<file path="config.mk">
export PLATFORM = sky130hd
export DESIGN_NAME = lap_timer_flat
export DESIGN_NICKNAME = d
export VERILOG_FILES = /design/src/rtl/lap_timer_pkg.sv /design/src/rtl/lap_timer_if.sv /design/src/rtl/lap_timer_bcd_digit_cnt.sv /design/src/rtl/lap_timer.sv /design/src/flat_wrapper.sv
export SDC_FILE = /design/constraint.sdc
export NUM_CORES = 1
export LEC_CHECK = 0
export ABC_AREA = 1
export CORE_ASPECT_RATIO = 0.9
export CORE_UTILIZATION = 55
export CTS_CLUSTER_SIZE = 10
export DETAILED_ROUTE_END_ITERATION = 10
export DONT_BUFFER_PORTS = 1
export PLACE_DENSITY = 0.73
export SYNTH_ARGS = -nofsm -noshare
export SYNTH_HDL_FRONTEND = slang
export SYNTH_HIERARCHICAL = 1
export SYNTH_SLANG_ARGS = --single-unit
</file>
<file path="constraint.sdc">
create_clock -name CLOCK_50 -period 2.5 [get_ports CLOCK_50]
set_clock_uncertainty 0.15 [all_clocks]
set_input_delay 0.25 -clock CLOCK_50 [delete_from_list [all_inputs] [get_ports CLOCK_50]]
set_output_delay 0.25 -clock CLOCK_50 [all_outputs]
set_load 0.02 [all_outputs]
</file>
<file path="src/rtl/lap_timer_pkg.sv">
// Shared types and constants for the lap_timer stopwatch.
// Optional feature macro: LAP_TIMER_MINUTES_EN adds a minutes field (NDIG=6).
package lap_timer_pkg;

`ifdef LAP_TIMER_MINUTES_EN
  localparam int NDIG = 6;
`else
  localparam int NDIG = 4;
`endif

  // Largest value of a units digit and of a tens digit for seconds/minutes
  localparam int UNITS_MAX = 9;
  localparam int TENS_MAX  = 5;

  typedef enum logic [1:0] {
    IDLE = 2'd0,
    RUN  = 2'd1,
    STOP = 2'd2
  } state_e;

  // One nibble per BCD digit; centisecond units in the least significant nibble
  typedef struct packed {
`ifdef LAP_TIMER_MINUTES_EN
    logic [3:0] m_t;
    logic [3:0] m_u;
`endif
    logic [3:0] s_t;
    logic [3:0] s_u;
    logic [3:0] cs_t;
    logic [3:0] cs_u;
  } bcd_time_t;

  // Digit positions 3 (seconds tens) and 5 (minutes tens) roll over after 5
  function automatic int digit_max(input int pos);
    return ((pos == 3) || (pos == 5)) ? TENS_MAX : UNITS_MAX;
  endfunction

endpackage

</file>
<file path="src/rtl/lap_timer_if.sv">
// Control/display bundle between the board logic and the lap_timer core.
// Width of disp_bcd follows NDIG (set by LAP_TIMER_MINUTES_EN).
interface lap_timer_if
  import lap_timer_pkg::*;
#(
  parameter int LAPS = 3
);
  localparam int LAP_IDX_W = $clog2(LAPS);

  logic                   start_stop;
  logic                   lap;
  logic                   clear;
  logic                   recall_en;
  logic [LAP_IDX_W-1:0]   recall_idx;
  logic [4*NDIG-1:0]      disp_bcd;
  logic                   disp_valid;
  logic                   running;
  logic [LAP_IDX_W:0]     lap_count;

  modport master (
    output start_stop, lap, clear, recall_en, recall_idx,
    input  disp_bcd, disp_valid, running, lap_count
  );

  modport slave (
    input  start_stop, lap, clear, recall_en, recall_idx,
    output disp_bcd, disp_valid, running, lap_count
  );
endinterface

</file>
<file path="src/rtl/lap_timer_bcd_digit_cnt.sv">
// Single BCD digit counter: counts 0..MAX on en, carry when wrapping.
module lap_timer_bcd_digit_cnt #(
  parameter int MAX = 9
) (
  input  logic       clk,
  input  logic       rst_n,
  input  logic       en,
  input  logic       clr,
  output logic [3:0] q,
  output logic       carry
);
  localparam logic [3:0] MAX_V = 4'(MAX);

  logic [3:0] q_q, q_d;

  assign carry = en && (q_q == MAX_V);
  assign q     = q_q;

  // Next digit value: clear dominates, wrap on carry, else step on enable
  always_comb begin
    q_d = q_q;
    if (clr) begin
      q_d = '0;
    end else if (carry) begin
      q_d = '0;
    end else if (en) begin
      q_d = q_q + 4'd1;
    end
  end

  // Digit register
  always_ff @(posedge clk or negedge rst_n) begin
    if (!rst_n) begin
      q_q <= '0;
    end else begin
      q_q <= q_d;
    end
  end
endmodule

</file>
<file path="src/rtl/lap_timer.sv">
// Stopwatch core: prescaled BCD time, IDLE/RUN/STOP control, circular lap
// buffer with recall. LAP_TIMER_MINUTES_EN enables the minutes field.
module lap_timer
  import lap_timer_pkg::*;
#(
  parameter int CLK_HZ  = 50_000_000,
  parameter int TICK_HZ = 100,
  parameter int LAPS    = 3
) (
  input  logic        CLOCK_50,
  input  logic        reset_n,
  lap_timer_if.slave  bus
);
  localparam int LAP_IDX_W = $clog2(LAPS);
  localparam int DIV       = CLK_HZ / TICK_HZ;
  localparam int PRESC_W   = (DIV > 1) ? $clog2(DIV) : 1;
  localparam logic [PRESC_W-1:0]   PRESC_LAST = PRESC_W'(DIV - 1);
  localparam logic [LAP_IDX_W-1:0] PTR_LAST   = LAP_IDX_W'(LAPS - 1);
  localparam logic [LAP_IDX_W:0]   COUNT_FULL = (LAP_IDX_W + 1)'(LAPS);

  state_e                 state_q, state_d;
  logic [PRESC_W-1:0]     presc_q, presc_d;
  logic [LAP_IDX_W-1:0]   wr_ptr_q, wr_ptr_d;
  logic [LAP_IDX_W:0]     lap_count_q, lap_count_d;
  bcd_time_t              disp_q, disp_d;
  logic                   disp_valid_q, disp_valid_d;
  logic                   running_q, running_d;

  logic                   tick;
  logic                   time_clr;
  logic                   lap_we;
  logic                   recall_hit;
  logic [4*NDIG-1:0]      time_bits;
  logic [NDIG-1:0]        dig_en;
  logic [NDIG-1:0]        dig_carry;
  logic                   time_wrap_unused;
  bcd_time_t              time_now;
  bcd_time_t              lap_mem [LAPS];

  // Control decode and next state; clear only takes effect outside RUN
  always_comb begin
    state_d  = state_q;
    tick     = (state_q == RUN) && (presc_q == PRESC_LAST);
    time_clr = bus.clear && (state_q != RUN);
    lap_we   = bus.lap && ((state_q == RUN) || ((state_q == STOP) && !bus.clear));
    unique case (state_q)
      IDLE: if (bus.start_stop) state_d = RUN;
      RUN:  if (bus.start_stop) state_d = STOP;
      STOP: begin
        if (bus.clear) begin
          state_d = IDLE;
        end else if (bus.start_stop) begin
          state_d = RUN;
        end
      end
      default: state_d = IDLE;
    endcase
  end

  // Time digits: tick enables the LSB digit, each carry enables the next one
  assign dig_en = {dig_carry[NDIG-2:0], tick};
  for (genvar gi = 0; gi < NDIG; gi++) begin : g_dig
    lap_timer_bcd_digit_cnt #(
      .MAX (digit_max(gi))
    ) u_digit (
      .clk   (CLOCK_50),
      .rst_n (reset_n),
      .en    (dig_en[gi]),
      .clr   (time_clr),
      .q     (time_bits[4*gi +: 4]),
      .carry (dig_carry[gi])
    );
  end
  // Final carry marks the silent wrap of the top field; nothing consumes it
  assign time_wrap_unused = dig_carry[NDIG-1];
  assign time_now         = time_bits;

  // Prescaler, lap pointer/count and display next values
  always_comb begin
    presc_d     = '0;
    wr_ptr_d    = wr_ptr_q;
    lap_count_d = lap_count_q;
    running_d   = (state_q == RUN);
    recall_hit  = ({1'b0, bus.recall_idx} < lap_count_q);
    disp_d      = time_now;
    disp_valid_d = 1'b1;

    // Held at zero outside RUN so the first tick lands DIV cycles after start
    if (state_q == RUN) begin
      presc_d = tick ? '0 : presc_q + 1'b1;
    end

    if (time_clr) begin
      wr_ptr_d    = '0;
      lap_count_d = '0;
    end else if (lap_we) begin
      wr_ptr_d = (wr_ptr_q == PTR_LAST) ? '0 : wr_ptr_q + 1'b1;
      if (lap_count_q != COUNT_FULL) begin
        lap_count_d = lap_count_q + 1'b1;
      end
    end

    if (bus.recall_en) begin
      disp_d       = recall_hit ? lap_mem[bus.recall_idx] : '0;
      disp_valid_d = recall_hit;
    end
  end

  // Lap memory write port; contents are meaningful only below lap_count
  always_ff @(posedge CLOCK_50) begin
    if (lap_we) begin
      lap_mem[wr_ptr_q] <= time_now;
    end
  end

  // State, prescaler, lap bookkeeping and registered display outputs
  always_ff @(posedge CLOCK_50 or negedge reset_n) begin
    if (!reset_n) begin
      state_q      <= IDLE;
      presc_q      <= '0;
      wr_ptr_q     <= '0;
      lap_count_q  <= '0;
      disp_q       <= '0;
      disp_valid_q <= 1'b1;
      running_q    <= 1'b0;
    end else begin
      state_q      <= state_d;
      presc_q      <= presc_d;
      wr_ptr_q     <= wr_ptr_d;
      lap_count_q  <= lap_count_d;
      disp_q       <= disp_d;
      disp_valid_q <= disp_valid_d;
      running_q    <= running_d;
    end
  end

  assign bus.disp_bcd   = disp_q;
  assign bus.disp_valid = disp_valid_q;
  assign bus.running    = running_q;
  assign bus.lap_count  = lap_count_q;
endmodule

</file>
<file path="src/flat_wrapper.sv">
// flat-port wrapper written by rule: the top's interface ports become plain ports
module lap_timer_flat import lap_timer_pkg::*;
#(
  parameter int CLK_HZ  = 50_000_000,
  parameter int TICK_HZ = 100,
  parameter int LAPS    = 3
)
  (CLOCK_50, reset_n, bus_start_stop, bus_lap, bus_clear, bus_recall_en, bus_recall_idx, bus_disp_bcd, bus_disp_valid, bus_running, bus_lap_count);
  lap_timer_if #(.LAPS(LAPS)) bus_i ();
  input  logic CLOCK_50;
  input  logic reset_n;
  input wire logic [$bits(bus_i.start_stop)-1:0] bus_start_stop;
  input wire logic [$bits(bus_i.lap)-1:0] bus_lap;
  input wire logic [$bits(bus_i.clear)-1:0] bus_clear;
  input wire logic [$bits(bus_i.recall_en)-1:0] bus_recall_en;
  input wire logic [$bits(bus_i.recall_idx)-1:0] bus_recall_idx;
  output wire logic [$bits(bus_i.disp_bcd)-1:0] bus_disp_bcd;
  output wire logic [$bits(bus_i.disp_valid)-1:0] bus_disp_valid;
  output wire logic [$bits(bus_i.running)-1:0] bus_running;
  output wire logic [$bits(bus_i.lap_count)-1:0] bus_lap_count;
  assign bus_i.start_stop = bus_start_stop;
  assign bus_i.lap = bus_lap;
  assign bus_i.clear = bus_clear;
  assign bus_i.recall_en = bus_recall_en;
  assign bus_i.recall_idx = bus_recall_idx;
  assign bus_disp_bcd = bus_i.disp_bcd;
  assign bus_disp_valid = bus_i.disp_valid;
  assign bus_running = bus_i.running;
  assign bus_lap_count = bus_i.lap_count;
  lap_timer #(.CLK_HZ(CLK_HZ), .TICK_HZ(TICK_HZ), .LAPS(LAPS)) u_core (.CLOCK_50(CLOCK_50), .reset_n(reset_n), .bus(bus_i));
endmodule
</file>
==> impl_summary.txt <==
----------------------------------------------------
[Drt]
  Final WL ... 9450 um
  Pre-antenna DRT Iters ... 4
  Total vias in the final route ... 3,336
  DRC errors left ... 0
  Number of vias per cell after detailed routing ... 5.12
  Drt first-iter violations ... 270
  Final ANT Viol Nets ... 0
  Average detailed-routed wire length per instance ... 14.5 um

[STA]
  Final period util ... 90.7%
  Highest clock rate ... 441 MHz
  Setup TNS ... 0 ns
  Number of setup violations in the final report ... 0
  Slew at the pin with the worst max-slew slack ... 0.848 ns
  Worst path setup slack after routing ... 0.233 ns
  Max-slew headroom ... 43.3%
  Final critical path time including I/O delays and setup ... 2.27 ns
  Unrepaired setup endpoints after global routing ... false
  Hold violation total from the final report ... 0
  Number of pins exceeding their max-slew limit in the final report ... 0

[Setup path]
  Crit start category ... flip-flop
  WP data arrival ... 2.38 ns
  Endpoint kind of the worst setup timing path ... flip-flop
  Critical-path cell list ... ha_1, nand2_2, nor2_2, nand3_2, inv_2, nand2_2, nor2_4, nand2_2, nor2_4, nand2_2, nor2_4, nand2_2, nor2_4, nor2_2, nand2_1, nand2_1
  Top cell by count, worst path ... sky130_fd_sc_hd__nand2_2
  Number of cells on the worst reg-to-reg path ... 16
  Slowest cell on crit path ... sky130_fd_sc_hd__dfrtp_1
  Critical path's top delay family ... simple AND/OR/NAND/NOR gates
  Top fanout value on the critical path ... 6
  Crit path largest cell delay ... 0.38 ns
  Required time of the critical path ... 2.61 ns
  Count of buffer and inverter cells on the critical path ... 1
  Number of stages on the worst setup path ... 16
  Crit Path Class ... flip-flop to flip-flop

[Synthesis]
  Number of library cell types mapped by synthesis ... 40
  Synth Instances ... 509
  Mean cell area of the mapped netlist ... 9.96 sq um
  Synth Warn # ... 6
  Net count of the mapped netlist ... 529
  Share of synthesized area occupied by flip-flops and latches ... 58.1%
  Async set or reset register ratio after synthesis ... 55.6%
  Most frequently used flop master after synthesis ... sky130_fd_sc_hd__dfrtp_1
  Register bit total from synthesis ... 108
  Number of synthesized flops with an enable pin ... 48
  Post-synthesis instance area ... 0.00507 sq mm

[Global route]
  Vias in the first global route ... 3,361
  GRT Residual Overflow ... 0
  Total routing resource utilization after global routing ... 22.5%
  Wire length of the first global-routing pass ... 16,100 um
  Initial antenna violation count ... 0
  Largest net degree at the start of global routing ... 61

[Floorplanning]
  Top-level I/O count ... 29
  Overall die width ... 103 um
  Die ar. ... 0.00960 sq mm
  Floorplan Core Area ... 0.00877 sq mm
  Initial cell density of the core ... 57.8%
  Vertical die dimension ... 93.1 um
  Total number of placement rows ... 32

[Layout]
  Area occupied by multi-input gates ... 0.00181 sq mm
  Post-layout util ... 62.7%
  Total area of sequential cells ... 0.00294 sq mm
  Relative area change from synthesis to final layout ... 8.57%
  Share of final-layout standard cells stronger than drive strength 1 ... 13.7%
  Number of inserted filler cells in the final layout ... 677
  Antenna fix cells ... 0
  Fin nets ... 547

[CTS]
  Total CTS buffers ... 9
  TritonCTS clock tree ... built
  Clock root buffer master ... sky130_fd_sc_hd__clkbuf_8
  Number of clock sinks ... 108
  Clock Latency Late Sink ... 0.37 ns
  Maximum clock insertion buffer count ... 2
  Clock-pin slew on the worst setup and hold paths ... 0.11 ns
  Deepest level of the CTS H-tree ... 3

[Placed design]
  RePlAce Congestion ... 0.817
  Post-DP HPWL ... 6190 um
  Worst slack, placed ... 0.106 ns
  Count of buffers inserted at the top-level ports ... 0

[Power and ir drop]
  Cell leakage power ... 2.34 nW
  Worst vdd ir ... 438 uV
  Total power ... 3.70 mW
  Ratio of total power to cell area ... 672 mW/mm^2

[Run status]
  Status ... finished clean

[Hold path]
  Min-delay worst type ... input port to flip-flop
  Hold Path Stages ... 2

[Run]
  Reported max-cap violation count ... 0

----------------------------------------------------
## area by class of cell
cell class                 instances  area share [%]
clock buffer                      10            2.32
sequential                       108            53.5
multi-input combinational        325            33.0
tap                              119            2.71
inverter                          67            4.62
clock inverter                     6            1.02
timing repair buffer              16            2.87
## cell families after synthesis
| kind of cell | count (synthesis) | share of synthesized area, % |
|---|---|---|
| compound gates | 41 | 5.16 |
| xor+xnor | 9 | 1.56 |
| fa+ha+maj | 12 | 2.96 |
| buf+inv | 76 | 6.27 |
| flops | 108 | 58.1 |
| mux | 16 | 3.16 |
| simple gates | 247 | 22.8 |
## per-layer routing
metal	vias to the layer above	GRT usage, %	share of wire (%)
li1	1676	-	-
met1	1598	29.9	47
met3	10	5.61	3.4
met4	0	5.87	1.2
met2	52	36.7	49
met5	-	0	0
## state kept, by name (all words and copies together), names as in the netlist
register,count
u_core/lap_mem,48
u_core/presc_q,19
u_core/bus.disp_bcd,16
u_core/g_dig.u_digit/q,16
u_core/bus.lap_count,3
u_core/state_q,2
u_core/wr_ptr_q,2
u_core/bus.disp_valid,1
u_core/bus.running,1
## metrics by stage
| stage | hold WS, ns | cell area, sq um | std cells |
|---|---|---|---|
| 5_1_grt | 0.00931 | 5500 | 651 |
| 3_3_place_gp | -0.194 | 5200 | 625 |
| 2_1_floorplan | -0.196 | 5070 | 509 |
| 6_report | 0.00870 | 5500 | 651 |
| 3_5_place_dp | -0.194 | 5200 | 625 |
| 4_1_cts | 0.00246 | 5470 | 648 |
## final timing paths
kind | start | endpoint | slack, ns
worst max-delay path | u_core/presc_q[0] | u_core/g_dig[3].u_digit/q[1] | 0.23
worst max register to register | u_core/presc_q[0] | u_core/g_dig[3].u_digit/q[1] | 0.23
worst min register to register | u_core/presc_q[0] | u_core/presc_q[0] | 0.40
min in group asynchronous | reset_n | u_core/bus.disp_bcd[7] | 0.25
max in group asynchronous | reset_n | u_core/bus.disp_valid | 1.67
worst min-delay path | bus_recall_idx[1] | u_core/bus.disp_bcd[7] | 0.009
## cells in the final DEF, fill, tap and decap left out, types with 3 or more instances in the layout
master and n:
sky130_fd_sc_hd__nand2_1 137, sky130_fd_sc_hd__inv_1 60, sky130_fd_sc_hd__dfrtp_1 59, sky130_fd_sc_hd__nor2_1 48, sky130_fd_sc_hd__edfxtp_1 48, sky130_fd_sc_hd__mux2i_1 16, sky130_fd_sc_hd__o22ai_1 16, sky130_fd_sc_hd__nand3_1 15
sky130_fd_sc_hd__nor2_4 12, sky130_fd_sc_hd__ha_1 12, sky130_fd_sc_hd__o21ai_1 10, sky130_fd_sc_hd__clkbuf_8 9, sky130_fd_sc_hd__nand2_2 9, sky130_fd_sc_hd__nor2_2 8, sky130_fd_sc_hd__buf_4 8, sky130_fd_sc_hd__xor2_1 7
sky130_fd_sc_hd__dlygate4sd3_1 7, sky130_fd_sc_hd__inv_2 6, sky130_fd_sc_hd__nand4_1 6, sky130_fd_sc_hd__o21ai_0 4, sky130_fd_sc_hd__a21oi_1 3, sky130_fd_sc_hd__nor3_2 3, sky130_fd_sc_hd__nand2_4 3
## Yosys cell counts (6+ instances only)
cell type,instances,area (sq um)
sky130_fd_sc_hd__nand4_1,6,37.5
sky130_fd_sc_hd__nand2_1,137,514
sky130_fd_sc_hd__nor2_1,49,184
sky130_fd_sc_hd__nor2_2,7,43.8
sky130_fd_sc_hd__mux2i_1,16,160
sky130_fd_sc_hd__inv_1,61,229
sky130_fd_sc_hd__edfxtp_1,48,1440
sky130_fd_sc_hd__ha_1,12,150
sky130_fd_sc_hd__nand2_2,9,56.3
sky130_fd_sc_hd__o22ai_1,16,100
sky130_fd_sc_hd__nand3_1,15,75.1
sky130_fd_sc_hd__nor2_4,12,135
sky130_fd_sc_hd__dfrtp_1,59,1480
sky130_fd_sc_hd__o21ai_1,10,50.1
sky130_fd_sc_hd__xor2_1,7,61.3
## timing repair
item / in CTS / in global routing
endpoints found under the hold margin: 79 / 1
setup endpoints to repair: 0 / 5
hold buffers: 7 / 1
buffers inserted: 0 / 2
gates resized for setup: 0 / 2
## power by group
group          switching, mW  total (mW)  internal, mW
Clock                  0.615       0.999         0.384
Combinational          0.354       0.534         0.180
Sequential             0.152        2.16          2.01
Total                   1.12        3.70          2.58
No activity file was read; power rests on OpenSTA's default activity.
